`src/rtl/ifu_inst_queue.sv`:
```
// Decoupling FIFO between IFU and IDU. Each entry carries its PC, the raw
// instruction and a static branch prediction computed when it is written.

module ifu_iq_predecode (
  input  logic [31:0] pc_i,
  input  logic [31:0] inst_i,
  output logic        taken_o,
  output logic [31:0] npc_o
);
  logic [31:0] imm_b;

  // Backward conditional branches (negative B-immediate) are predicted taken.
  assign taken_o = (inst_i[6:2] == 5'b11000) & inst_i[31];
  assign imm_b   = {{19{inst_i[31]}}, inst_i[31], inst_i[7], inst_i[30:25],
                    inst_i[11:8], 1'b0};
  assign npc_o   = pc_i + (taken_o ? imm_b : 32'd4);
endmodule

module ifu_inst_queue #(
  parameter int DEPTH = 4,
  localparam int AW   = $clog2(DEPTH)
) (
  input  logic          clock,
  input  logic          reset,
  input  logic          jump_flush,
  input  logic          cs_flush,
  input  logic          in_valid,
  output logic          in_ready,
  input  logic [31:0]   in_pc,
  input  logic [31:0]   in_inst,
  output logic          out_valid,
  input  logic          out_ready,
  output logic [31:0]   out_pc,
  output logic [31:0]   out_inst,
  output logic          out_pred_taken,
  output logic [31:0]   out_pred_npc,
  output logic [AW:0]   count
);
  localparam logic [AW:0] FULL_CNT = (AW+1)'(DEPTH);

  logic [DEPTH-1:0][31:0] pc_q, inst_q, npc_q;
  logic [DEPTH-1:0]       taken_q;
  logic [AW-1:0]          rd_ptr_q, rd_ptr_d;
  logic [AW-1:0]          wr_ptr_q, wr_ptr_d;
  logic [AW:0]            count_q, count_d;

  logic        flush, empty, push, pop;
  logic        pd_taken;
  logic [31:0] pd_npc;

  ifu_iq_predecode u_pd (
    .pc_i    (in_pc),
    .inst_i  (in_inst),
    .taken_o (pd_taken),
    .npc_o   (pd_npc)
  );

  assign flush     = jump_flush | cs_flush;
  assign empty     = (count_q == '0);
  // Fullness is judged on registered occupancy only, so out_ready never
  // reaches in_ready combinationally.
  assign in_ready  = reset & (count_q != FULL_CNT);
  assign out_valid = ~empty & ~flush;
  assign push      = in_valid & in_ready & ~flush;
  assign pop       = out_valid & out_ready;

  assign out_pc         = pc_q[rd_ptr_q];
  assign out_inst       = inst_q[rd_ptr_q];
  assign out_pred_taken = taken_q[rd_ptr_q];
  assign out_pred_npc   = npc_q[rd_ptr_q];
  assign count          = count_q;

  always_comb begin
    rd_ptr_d = rd_ptr_q;
    wr_ptr_d = wr_ptr_q;
    count_d  = count_q;
    if (flush) begin
      rd_ptr_d = '0;
      wr_ptr_d = '0;
      count_d  = '0;
    end else begin
      if (push) wr_ptr_d = wr_ptr_q + AW'(1);
      if (pop)  rd_ptr_d = rd_ptr_q + AW'(1);
      count_d = count_q + (AW+1)'(push) - (AW+1)'(pop);
    end
  end

  always_ff @(posedge clock or negedge reset) begin
    if (!reset) begin
      rd_ptr_q <= '0;
      wr_ptr_q <= '0;
      count_q  <= '0;
    end else begin
      rd_ptr_q <= rd_ptr_d;
      wr_ptr_q <= wr_ptr_d;
      count_q  <= count_d;
    end
  end

  always_ff @(posedge clock or negedge reset) begin
    if (!reset) begin
      pc_q    <= '0;
      inst_q  <= '0;
      npc_q   <= '0;
      taken_q <= '0;
    end else if (push) begin
      pc_q[wr_ptr_q]    <= in_pc;
      inst_q[wr_ptr_q]  <= in_inst;
      npc_q[wr_ptr_q]   <= pd_npc;
      taken_q[wr_ptr_q] <= pd_taken;
    end
  end

  always_ff @(posedge clock) begin
    if (reset) begin
      assert (count_q <= FULL_CNT) else $error("ifu_inst_queue: count overflow");
      assert (!(pop && empty))     else $error("ifu_inst_queue: pop while empty");
    end
  end
endmodule

```
`config.mk`:
```
export PLATFORM = sky130hd
export DESIGN_NAME = ifu_inst_queue
export DESIGN_NICKNAME = d
export VERILOG_FILES = /design/src/rtl/ifu_inst_queue.sv
export SDC_FILE = /design/constraint.sdc
export NUM_CORES = 1
export LEC_CHECK = 0
export CORE_MARGIN = 2
export CORE_UTILIZATION = 57
export DETAILED_ROUTE_END_ITERATION = 16
export PLACE_DENSITY = 0.8
export SLEW_MARGIN = 20
export SYNTH_ARGS = -nofsm -noshare
export SYNTH_HDL_FRONTEND = slang
export SYNTH_SLANG_ARGS = --single-unit
export TNS_END_PERCENT = 1
```
`constraint.sdc`:
```
create_clock -name clock -period 2.9 [get_ports clock]
set_clock_uncertainty 0.1 [all_clocks]
set_input_delay 0.58 -clock clock [delete_from_list [all_inputs] [get_ports clock]]
set_output_delay 0.58 -clock clock [all_outputs]
set_load 0.005 [all_outputs]
```
### After elaboration in Yosys (flattened, before gate mapping)

Cells that the tools add are included.

* register bits: 395
* input port bits: 70
* output and inout bits: 102
* word-level logic and storage cells: 61

* $add $sub $neg: 5
* order comparisons: 3
* equal/unequal tests: 2
* mux-type cells: 22
* bitwise gates (word level): 9
* reduce and logical (&&, ||, !) cells: 4

Operator list (count)
* bitwise mux 128 bit: 3
* binary-select mux 32 bit (select 2 bit): 3
* 2-to-1 mux 32 bit: 5
* demux 32 bit (select 2 bit): 1
* adder 32 bit: 1
* 2-to-1 mux 2 bit: 4
* AND 1 bit: 6
* < comparator 2 x 3 -> 1 bit, second input constant: 2
* equality test 5 bit, second input constant: 1
* adder 2 x 1 -> 2 bit, second input constant: 2
* bitwise mux 4 bit: 1
* nonzero test 2 bit: 2
* adder 3 x 1 -> 3 bit: 1
* logical NOT 3 bit: 1
* 2-to-1 mux 3 bit: 1
* != test 3 bit, second input constant: 1
* subtractor 3 x 1 -> 3 bit: 1
* binary-select mux 1 bit (select 2 bit): 1
* demux 1 bit (select 2 bit): 1
* >= comparator 2 x 1 -> 1 bit, second input constant: 1
* 2-to-1 mux 1 bit: 2
* NOT 1 bit: 2
* logical AND 1 bit: 1
* OR 1 bit: 1

### Longest topological paths before layout

Gate-level depths: netlist of the first run.

* word-level depth: 7
* gate-level depth with buffers: 15
* mapped depth without buffers: 15

### By module

From an unflattened synthesis of the first run, not the netlist that was laid out.

* cell total of the unflattened synthesis: 1224
* area, all modules: 19516.2 um^2

Modules (own cells, without submodules)
* ifu_inst_queue: times used 1, cells each 989, area an instance 17843.4 um^2, sequential area each 9884.5 um^2
* ifu_iq_predecode: times used 1, cells each 235, area an instance 1672.9 um^2, sequential area each 0.0 um^2

### Worst setup path after synthesis of the first run

Ideal clock, no wire load.

* kind: input to register
* start point: input port in_inst[3]
* end point: register npc_q[126] in the netlist's numbering
* library setup time: 0.125 ns
* arrival time: 3.746 ns
* required time: 2.675 ns
* path slack: -1.070 ns
* cell stages on the path: 15
* path buffers: 2
* path through: nor4b_1 > nand3_1 > inv_1 > clkbuf_1 > and2_1 > ha_1 > buf_2 > nand2_1 > o211ai_1 > o211a_2 > o41ai_4 > o211ai_2 > a31oi_2 > xnor2_1 > mux2_2

* word-level cells in the longest chain between the ends: 5

RTL lines
* start, declared: RTL line 30 `input logic [31:0] in_inst,`
* equality test 5 bit: RTL line 13 `assign taken_o = (inst_i[6:2] == 5'b11000) & inst_i[31];`
* AND 1 bit: RTL line 13
* 2-to-1 mux 32 bit: RTL line 16 `assign npc_o = pc_i + (taken_o ? imm_b : 32'd4);`
* adder 32 bit: RTL line 16
* bitwise mux 128 bit: RTL line 109 `npc_q[wr_ptr_q] <= pd_npc;`
* end signal, assigned by index: RTL line 109
* end, declared: RTL line 41 `logic [DEPTH-1:0][31:0] pc_q, inst_q, npc_q;`

No other way between the ends.
A chain may end at the register's enable or synchronous reset.

### Final worst setup path of the first run

* start point: input port in_inst[3]
* end point: register npc_q[114] in the netlist's numbering

Same word-level chain as after synthesis.

==> results.yml, run 1 <==
sta:
  hold_viol: 0
  postLayoutSetupSlackWorst_ns: -0.331
  tns_ns: -17.58
  drv_slew: 0
  period_share: 1.11
  rsz0062_at_grt: "true"
  max_freq_ghz: 0.310
  finalSetupViolations: 122
  finalCriticalPeriod_ns: 3.23
  slew_headroom: 0.541
  tightest_slew_ns: 0.689
cts:
  tritoncts: "done"
  htree_levels: 2
  clkTransAtPathRegs_ns: 0.06
  cts_buffer_depth: 3
  cts-root-buf: "clkbuf_16"
  cts_buffers: 41
  clock_latency_ns: 0.53
  cts_hold_buf: 0
  cts.sinks: 391
routing:
  drc: 0
  drt-pass1-iter-count: 4
  drt_iter0_drc: 770
  antenna_left: 0
  wl_met2_um: 22000
  wire_per_inst_um: 21.0
  vias: 12203
  viasPerCell: 5.85
  wl_met3_um: 2190
  routed_wl_um: 43800
  routed.top_layer: "met4"
  drt-met1-wl_um: 18400
synth:
  synth_common_cells: "dfrtp_1 (391), mux2_2 (320), mux4_2 (96)"
  synth-edff-count: 0
  ys_seq_area_frac: 0.528
  syn_area_mm2: 0.0185
  yosysTopAreaCell: "dfrtp_1"
  synthArstFlopShare: 1.00
  syn-instance-count: 1309
  yosys-top-cells-area: "dfrtp_1 (53%), mux2_2 (19%), mux4_2 (12%)"
  ys.flop_type: "dfrtp_1"
  syn-num-nets: 1417
  synth_cell_type_count: 51
  synth_seq_cells: 391
  synth_most_common_cell: "dfrtp_1"
  syn_avg_cell_area_um2: 14.2
  synth_top_area_frac: 0.528
  ys_warn_count: 0
power_and_ir_drop:
  power_frac_seq: 0.455
  p_sw_frac: 0.240
  p_int_mw: 10.3
  p_comb_frac: 0.161
  clock_power_share: 0.384
  power_density_mw_per_mm2: 574
  p_leak_nw: 11.1
  p_switching_mw: 3.26
  irDropWorstVdd_v: 0.000449
placed_design:
  dp_hpwl_um: 28200
  post-place-ws_ns: -1.28
  gp_congestion: 0.896
  numPortBuffers: 171
status:
  outcome: "finished with violations"
  violations: "setup timing"
setup_path:
  reg2reg_from: "count[1]"
  r2r_slack_ns: 0.54
  critical_path.endpoint_type: "flop"
  crit_path_max_fanout: 6
  startpoint: "in_inst[3]"
  r2r_end: "count[2]"
  worst-endpoint-arrival_ns: 3.55
  worstSetupPathType: "in -> reg"
  crit_required_ns: 3.22
  worstSetupStartpointType: "primary input"
  crit_path_end: "npc_q[114]"
  reg2reg_depth: 11
job:
  maxCapViolCount: 0
die:
  rows: 66
  io_pins: 172
  chipHeight_um: 184
  start_util: 0.574
  dieArea_mm2: 0.0340
  core-area_mm2: 0.0323
  die_w_um: 184
min_path:
  hp-class: "in -> async"
cells_and_area:
  nNetsFinal: 1721
  syn_to_final_growth_pct: 28.0
  fin_util: 0.735
  diodes: 0
  drive_gt1_frac: 0.464
global_route:
  antenna_found_initial: 1
  grt_max_degree: 125
  grt_pass1_vias: 13296
  grt_pass1_wl_um: 70600
  grt_use_total: 0.266
  gr-total-overflow: 0
==> worst min-delay path by stage <==
stage | cells after the start | endpoint
6_report | 2 | pc_q[9]
2_1_floorplan | 0 | count[0]
3_5_place_dp | 2 | npc_q[119]
3_3_place_gp | 2 | npc_q[7]
5_1_grt | 2 | pc_q[9]
4_1_cts | 2 | pc_q[9]
==> critical path: stages <==
cell and delay, ns:
buf_8 0.10, nor4b_4 0.36, nand3_2 0.16, inv_4 0.11
buf_8 0.14, and2_4 0.16, ha_4 0.20, a21oi_4 0.13
o211ai_1 0.11, o211a_4 0.18, o41ai_4 0.46, buf_4 0.19
o21ai_0 0.13, xor2_1 0.21, mux2_2 0.30
==> what timing repair did <==
action,in CTS,in global routing
hold endpoints to repair,0,0
buffers inserted,12,8
pin swaps,29,28
setup endpoints to repair,196,177
resized for setup,162,111
gates cloned,1,0
==> power groups by stage <==
stage	registers (mW)	logic, mW	clock network (mW)
final	6.19	2.19	5.23
after global routing	6.24	2.37	5.56
after CTS	6.19	2.22	5.32
after detailed placement	6.28	2.30	0
after global placement	6.24	2.24	0
after floorplan	6.19	1.04	0
==> placed cells by master, fill, tap and decap left out, types with 10 or more instances in the layout <==
cell type / synthesis / routed
ha_1: 36 / 25
nor2_1: 29 / 26
mux2_2: 320 / 319
clkbuf_1: 34 / 15
o21ai_1: 0 / 27
o21ai_0: 74 / 45
ha_4: 0 / 10
buf_12: 0 / 17
nand3_1: 17 / 14
buf_4: 1 / 142
clkdlybuf4s15_1: 0 / 16
clkbuf_16: 0 / 41
nand2_1: 93 / 88
clkbuf_2: 0 / 24
inv_1: 15 / 13
xnor2_1: 22 / 14
mux4_2: 96 / 96
dlygate4sd2_1: 0 / 15
clkdlybuf4s50_1: 0 / 105
dfrtp_1: 391 / 389
a21oi_1: 27 / 18
==> flip-flops by register name, indices dropped and copies added (netlist names) <==
signal and flops:
rd_ptr_q 2, wr_ptr_q 2, taken_q 4, inst_q 128, npc_q 128, pc_q 124
count 3
==> cell type report <==
type                            count  area [um^2]
Sequential cell                   391         9790
Multi-Input combinational cell    825         8880
Fill cell                        2019         8570
Timing Repair Buffer              339         3090
Clock buffer                       63         1180
Tap cell                          442          553
Clock inverter                     12          164
Inverter                           15         58.8
==> per-layer routing <==
layer  vias up  global-route usage
met5         -                   0
met4         0              0.0848
met2       267               0.453
met1      6422               0.348
li1       5437                   -
met3        77              0.0504
==> cell families (layout without fill, tap and decap cells) <==
| logic type | Yosys count | in the layout | synth area share |
|---|---|---|---|
| compound gates | 144 | 144 | 0.0481 |
| xor+xnor | 32 | 32 | 0.0155 |
| fa+ha+maj | 38 | 38 | 0.0265 |
| buf+inv | 93 | 429 | 0.0205 |
| flops | 391 | 391 | 0.528 |
| mux | 425 | 425 | 0.316 |
| simple gates | 186 | 186 | 0.0453 |
==> metrics by stage <==
| step | power (mW) | cells | hold WS (ns) | cell area [um^2] |
|---|---|---|---|---|
| after floorplan | 7.22 | 1309 | 0.184 | 18600 |
| after global placement | 8.48 | 1991 | 0.356 | 21900 |
| after detailed placement | 8.58 | 1991 | 0.366 | 21900 |
| after CTS | 13.7 | 2079 | 0.0271 | 23600 |
| after global routing | 14.2 | 2087 | 0.0603 | 23700 |
| final | 13.6 | 2087 | 0.0177 | 23700 |
No activity file was read; power rests on OpenSTA's default activity.
==> run 2: changes to the inputs <==
- CORE_MARGIN: 2 -> 5
- CORE_UTILIZATION: 57 -> 40
- CTS_CLUSTER_SIZE: default -> 24
- PLACE_DENSITY: 0.8 -> 0.6
==> run 2 against run 1 <==
  * The run still ends with setup timing left
  * Largest power group unchanged
  * Largest cell class unchanged
  * Die area up 49%
  * Sequential power hardly changed
  * Non-clock buffer count is 12 higher
  * Flip-flop and latch count unchanged
  * Critical path depth up 1
==> results.yml, run 2 (synthesis gave the netlist of run 1 again) <==
power_and_ir_drop:
  irDropWorstVdd_v: 0.000381
  power_mw: 13.7
  power_density_mw_per_mm2: 566
  p_leak_nw: 11.3
cts:
  tritoncts: "done"
  htree_levels: 2
  clock_latency_ns: 0.56
  cts.sinks: 391
  cts_buffers: 44
  cts_buffer_depth: 3
  clkTransAtPathRegs_ns: 0.06
  cts-root-buf: "clkbuf_16"
setup_path:
  crit_path_max_fanout: 5
  crit_required_ns: 3.24
  critical_path.endpoint_type: "flop"
  worst-endpoint-arrival_ns: 3.43
  path_common_cell: "buf_6"
  slowest_stage: "o311ai_4"
  worstSetupStartpointType: "primary input"
  worstSetupPathType: "in -> reg"
  slowest_delay_ns: 0.38
  cp_cell_sequence: "buf_6, nor4b_4, nand3_4, inv_4, buf_6, and2_4, ha_4, a21oi_2, o211ai_1, o211a_2, o311ai_4, a211oi_4, buf_4, nor3_4, xnor2_2, mux2_2"
sta:
  max_freq_ghz: 0.324
  tns_ns: -3.95
  postLayoutSetupSlackWorst_ns: -0.184
  tightest_slew_ns: 0.931
  finalSetupViolations: 56
  slew_headroom: 0.379
  holdWs_ns: 0.0528
  period_share: 1.06
  rsz0062_at_grt: "true"
  drv_slew: 0
  finalCriticalPeriod_ns: 3.08
  hold_viol: 0
routing:
  drt_iter0_drc: 638
  drc: 0
  vias: 11960
  antenna_left: 0
  wire_per_inst_um: 20.9
  viasPerCell: 5.30
  drt-pass1-iter-count: 4
  routed_wl_um: 47100
cells_and_area:
  nFillCells: 3865
  nNetsFinal: 1736
  syn_to_final_growth_pct: 30.4
  final_common_cell: "dfrtp_1"
  drive_gt1_frac: 0.478
  fin_util: 0.530
  largestRegisters: "inst_q x128, npc_q x128, pc_q x124"
  postLayoutCellArea_mm2: 0.0242
  layout_common_cells: "dfrtp_1 (389), mux2_2 (319), buf_4 (139)"
  stdcell_count: 2255
die:
  chipHeight_um: 225
  io_pins: 172
  die_w_um: 225
  start_util: 0.407
  rows: 78
  core-area_mm2: 0.0456
  dieArea_mm2: 0.0507
placed_design:
  dp.cells: 2154
  post-place-ws_ns: -1.23
  dpl_cell_area_mm2: 0.0222
  numPortBuffers: 171
  gp_congestion: 0.831
  dp_hpwl_um: 30100
global_route:
  grt_max_degree: 156
  antenna_found_initial: 1
  grt_pass1_vias: 13023
  gr-total-overflow: 0
  grt_pass1_wl_um: 75100
  grt_use_total: 0.188
job:
  maxCapViolCount: 0
status:
  outcome: "finished with violations"
  violations: "setup timing"
min_path:
  hp-class: "in -> async"
[run 2: changes by cell type in the layout (fill, tap and decap cells not counted), moves of 14 or more]
cell,change
o21ai_1,-19
buf_6,+14
o21ai_0,+15
clkdlybuf4s15_1,+17
clkdlybuf4s50_1,-28
[run 2: per-layer routing]
metal  track usage  up-vias  wire length, um
met3        0.0324       72             2090
met4        0.0508        0             1010
met5             0        -                0
li1              -     5447                -
met1         0.262     6227            21200
met2         0.307      214            22800
[run 2: critical path: cells and delay by family]
kind,cells,cell delay [ns]
AOI/OAI and AO/OA,5,0.95
and+or+nand+nor,4,0.77
buffers and inverters,4,0.51
muxes,1,0.27
adders and majority gates,1,0.21
xor gates and xnor gates,1,0.11
[run 2: cell type report]
type	count	area, um^2	area share
Sequential cell	391	9790	0.405
Multi-Input combinational cell	825	8810	0.365
Timing Repair Buffer	351	3380	0.140
Clock buffer	60	1260	0.0523
Tap cell	600	751	0.0311
Clock inverter	12	100	0.00414
Inverter	15	58.8	0.00243
Antenna cell	1	2.50	0.000104
[run 2: report_power, final]
| group | switching (mW) | internal (mW) |
|---|---|---|
| clock network | 2.21 | 3.12 |
| logic | 0.891 | 1.28 |
| registers | 0.235 | 5.95 |
| total | 3.33 | 10.3 |
[run 2: what timing repair did]
item,in CTS,in global routing
endpoints found under the setup margin,197,157
setup buffers,20,2
pin swaps,14,26
hold buffers,0,0
resized for setup,261,90
endpoints found under the hold margin,0,0
cloned,6,0
[run 2: path summary, 6_finish.rpt]
kind | from | slack (ns) | cells after the start | end
max in group asynchronous | reset | 1.33 | 3 | rd_ptr_q[0]
setup / recovery | in_inst[2] | -0.18 | 16 | npc_q[56]
hold / removal | reset | 0.05 | 2 | count[2]
hold reg to reg | npc_q[119] | 0.38 | 2 | npc_q[119]
min in group clock | in_inst[2] | 0.29 | 3 | inst_q[34]
setup reg to reg | count[1] | 0.57 | 11 | count[2]
==> run 3: changes to the inputs <==
- RECOVER_POWER: default -> 50
==> run 3 against run 2 <==
  * The run ends with capacitance limit, slew limit, setup timing left
  * Clock power about the same
  * Hold slack improved by 0.23 ns
  * Cell area decreased by 0.15%
  * Die area unchanged
  * Critical path depth unchanged
  * Setup slack improved by 0.0031 ns
  * Utilization decreased by 0.080 points
  * Total power decreased by 0.11%
  * Global-route usage unchanged
  * Largest cell class unchanged
  * Largest power group unchanged
  * Highest routed layer unchanged
==> results.yml, run 3 (synthesis gave the netlist of run 1 again) <==
routing:
  vias: 11974
  drc: 0
  viasPerCell: 5.31
  drt-pass1-iter-count: 5
  drt_iter0_drc: 654
  routed_wl_um: 47200
  antenna_left: 0
  wire_per_inst_um: 20.9
global_route:
  grt_pass1_vias: 13023
  grt_max_degree: 156
  top_usage_layer: "met2"
  grt_use_total: 0.188
  grt_use_met2: 0.307
  use_met3: 0.0324
  grt_util_met1: 0.262
  gr-total-overflow: 0
  grt_pass1_wl_um: 75100
  antenna_found_initial: 1
setup_path:
  cpLargestDelayFamily: "compound AO/OA/AOI/OAI gates"
  worst-endpoint-arrival_ns: 3.42
  crit_required_ns: 3.24
  cp_cell_sequence: "buf_6, nor4b_4, nand3_4, inv_4, buf_6, and2_4, ha_4, a21oi_2, o211ai_1, o211a_2, o311ai_4, a211oi_4, buf_4, nor3_4, xnor2_2, mux2_2"
  slowest_stage: "o311ai_4"
  worstSetupStartpointType: "primary input"
  worst-path-buf-inv: 4
  path_common_cell: "buf_6"
  critical_path.endpoint_type: "flop"
  worstSetupPathType: "in -> reg"
  crit_path_max_fanout: 5
  slowest_delay_ns: 0.38
die:
  io_pins: 172
  start_util: 0.407
  rows: 78
  chipHeight_um: 225
  die_w_um: 225
  core-area_mm2: 0.0456
  dieArea_mm2: 0.0507
sta:
  slew_headroom: -0.327
  finalSetupViolations: 55
  holdWs_ns: 0.287
  hold_viol: 0
  rsz0062_at_grt: "true"
  finalCriticalPeriod_ns: 3.08
  tightest_slew_ns: 1.99
  period_share: 1.06
  drv_slew: 290
  max_freq_ghz: 0.325
  postLayoutSetupSlackWorst_ns: -0.181
placed_design:
  numPortBuffers: 171
  dp.cells: 2154
  dp_hpwl_um: 30100
  dpl_cell_area_mm2: 0.0222
  gp_congestion: 0.831
cells_and_area:
  nNetsFinal: 1736
  largestRegisters: "inst_q x128, npc_q x128, pc_q x124"
  syn_to_final_growth_pct: 30.2
  postLayoutCellArea_mm2: 0.0241
  drive_gt1_frac: 0.477
  layout_common_cells: "dfrtp_1 (389), mux2_2 (319), buf_4 (139)"
  fin_util: 0.529
  stdcell_count: 2255
  final_common_cell: "dfrtp_1"
power_and_ir_drop:
  power_mw: 13.7
  power_density_mw_per_mm2: 566
  p_leak_nw: 11.3
  irDropWorstVdd_v: 0.000382
cts:
  cts_buffer_depth: 3
  clock_latency_ns: 0.56
  cts-root-buf: "clkbuf_16"
  cts.sinks: 391
  cts_hold_buf: 0
  tritoncts: "done"
  cts_buffers: 44
  htree_levels: 2
  clkTransAtPathRegs_ns: 0.06
status:
  violations: "capacitance limit, slew limit, setup timing"
  outcome: "finished with violations"
job:
  maxCapViolCount: 2
min_path:
  hp-class: "in -> reg"
-- run 3: worst min-delay path: stages --
cell    delay [ns]
buf_6         0.08
buf_4         0.11
mux2_2        0.13
-- run 3: path summary, 6_finish.rpt --
path,start,endpoint,slack (ns),cells past startpoint
worst min-delay path,in_inst[2],inst_q[34],0.29,3
worst max-delay path,in_inst[2],npc_q[56],-0.18,16
min in group asynchronous,reset,count[2],0.48,2
max in group asynchronous,reset,inst_q[76],0.37,2
worst min register to register,npc_q[66],npc_q[66],0.38,2
worst max register to register,count[1],count[2],0.50,11
-- run 3: cell type report --
type	instances	area, um^2
fillers	3871	21500
flip-flops and latches	391	9790
multi-input cells	825	8810
repair buffers	351	3340
clock buffers	60	1260
well taps	600	751
clock inverters	12	100
inverters	15	58.8
diodes	1	2.50
-- run 3: through the flow --
| step | setup slack, ns | TNS (ns) |
|---|---|---|
| floorplan | -0.485 | -23.95 |
| global placement | -1.21 | -109.54 |
| finish | -0.181 | -3.89 |
| CTS | -0.218 | -8.23 |
| detailed placement | -1.23 | -110.15 |
| global route | -0.309 | -16.64 |
-- run 3: power breakdown --
group | leakage, nW | internal (mW) | switching (mW)
combinational | 5.35 | 1.27 | 0.890
sequential | 5.24 | 5.95 | 0.235
clock | 0.680 | 3.12 | 2.20
-- run 3: what timing repair did --
item / CTS / global route
pin swaps: 14 / 26
endpoints found under the hold margin: 0 / 0
buffers inserted: 20 / 2
gates cloned: 6 / 0
setup endpoints to repair: 197 / 157
gates resized for setup: 261 / 90
-- run 3: metal layers --
layer	vias up	wire, um
li1	5448	-
met2	216	22800
met3	72	1920
met4	0	1020
met5	-	0
met1	6238	21500
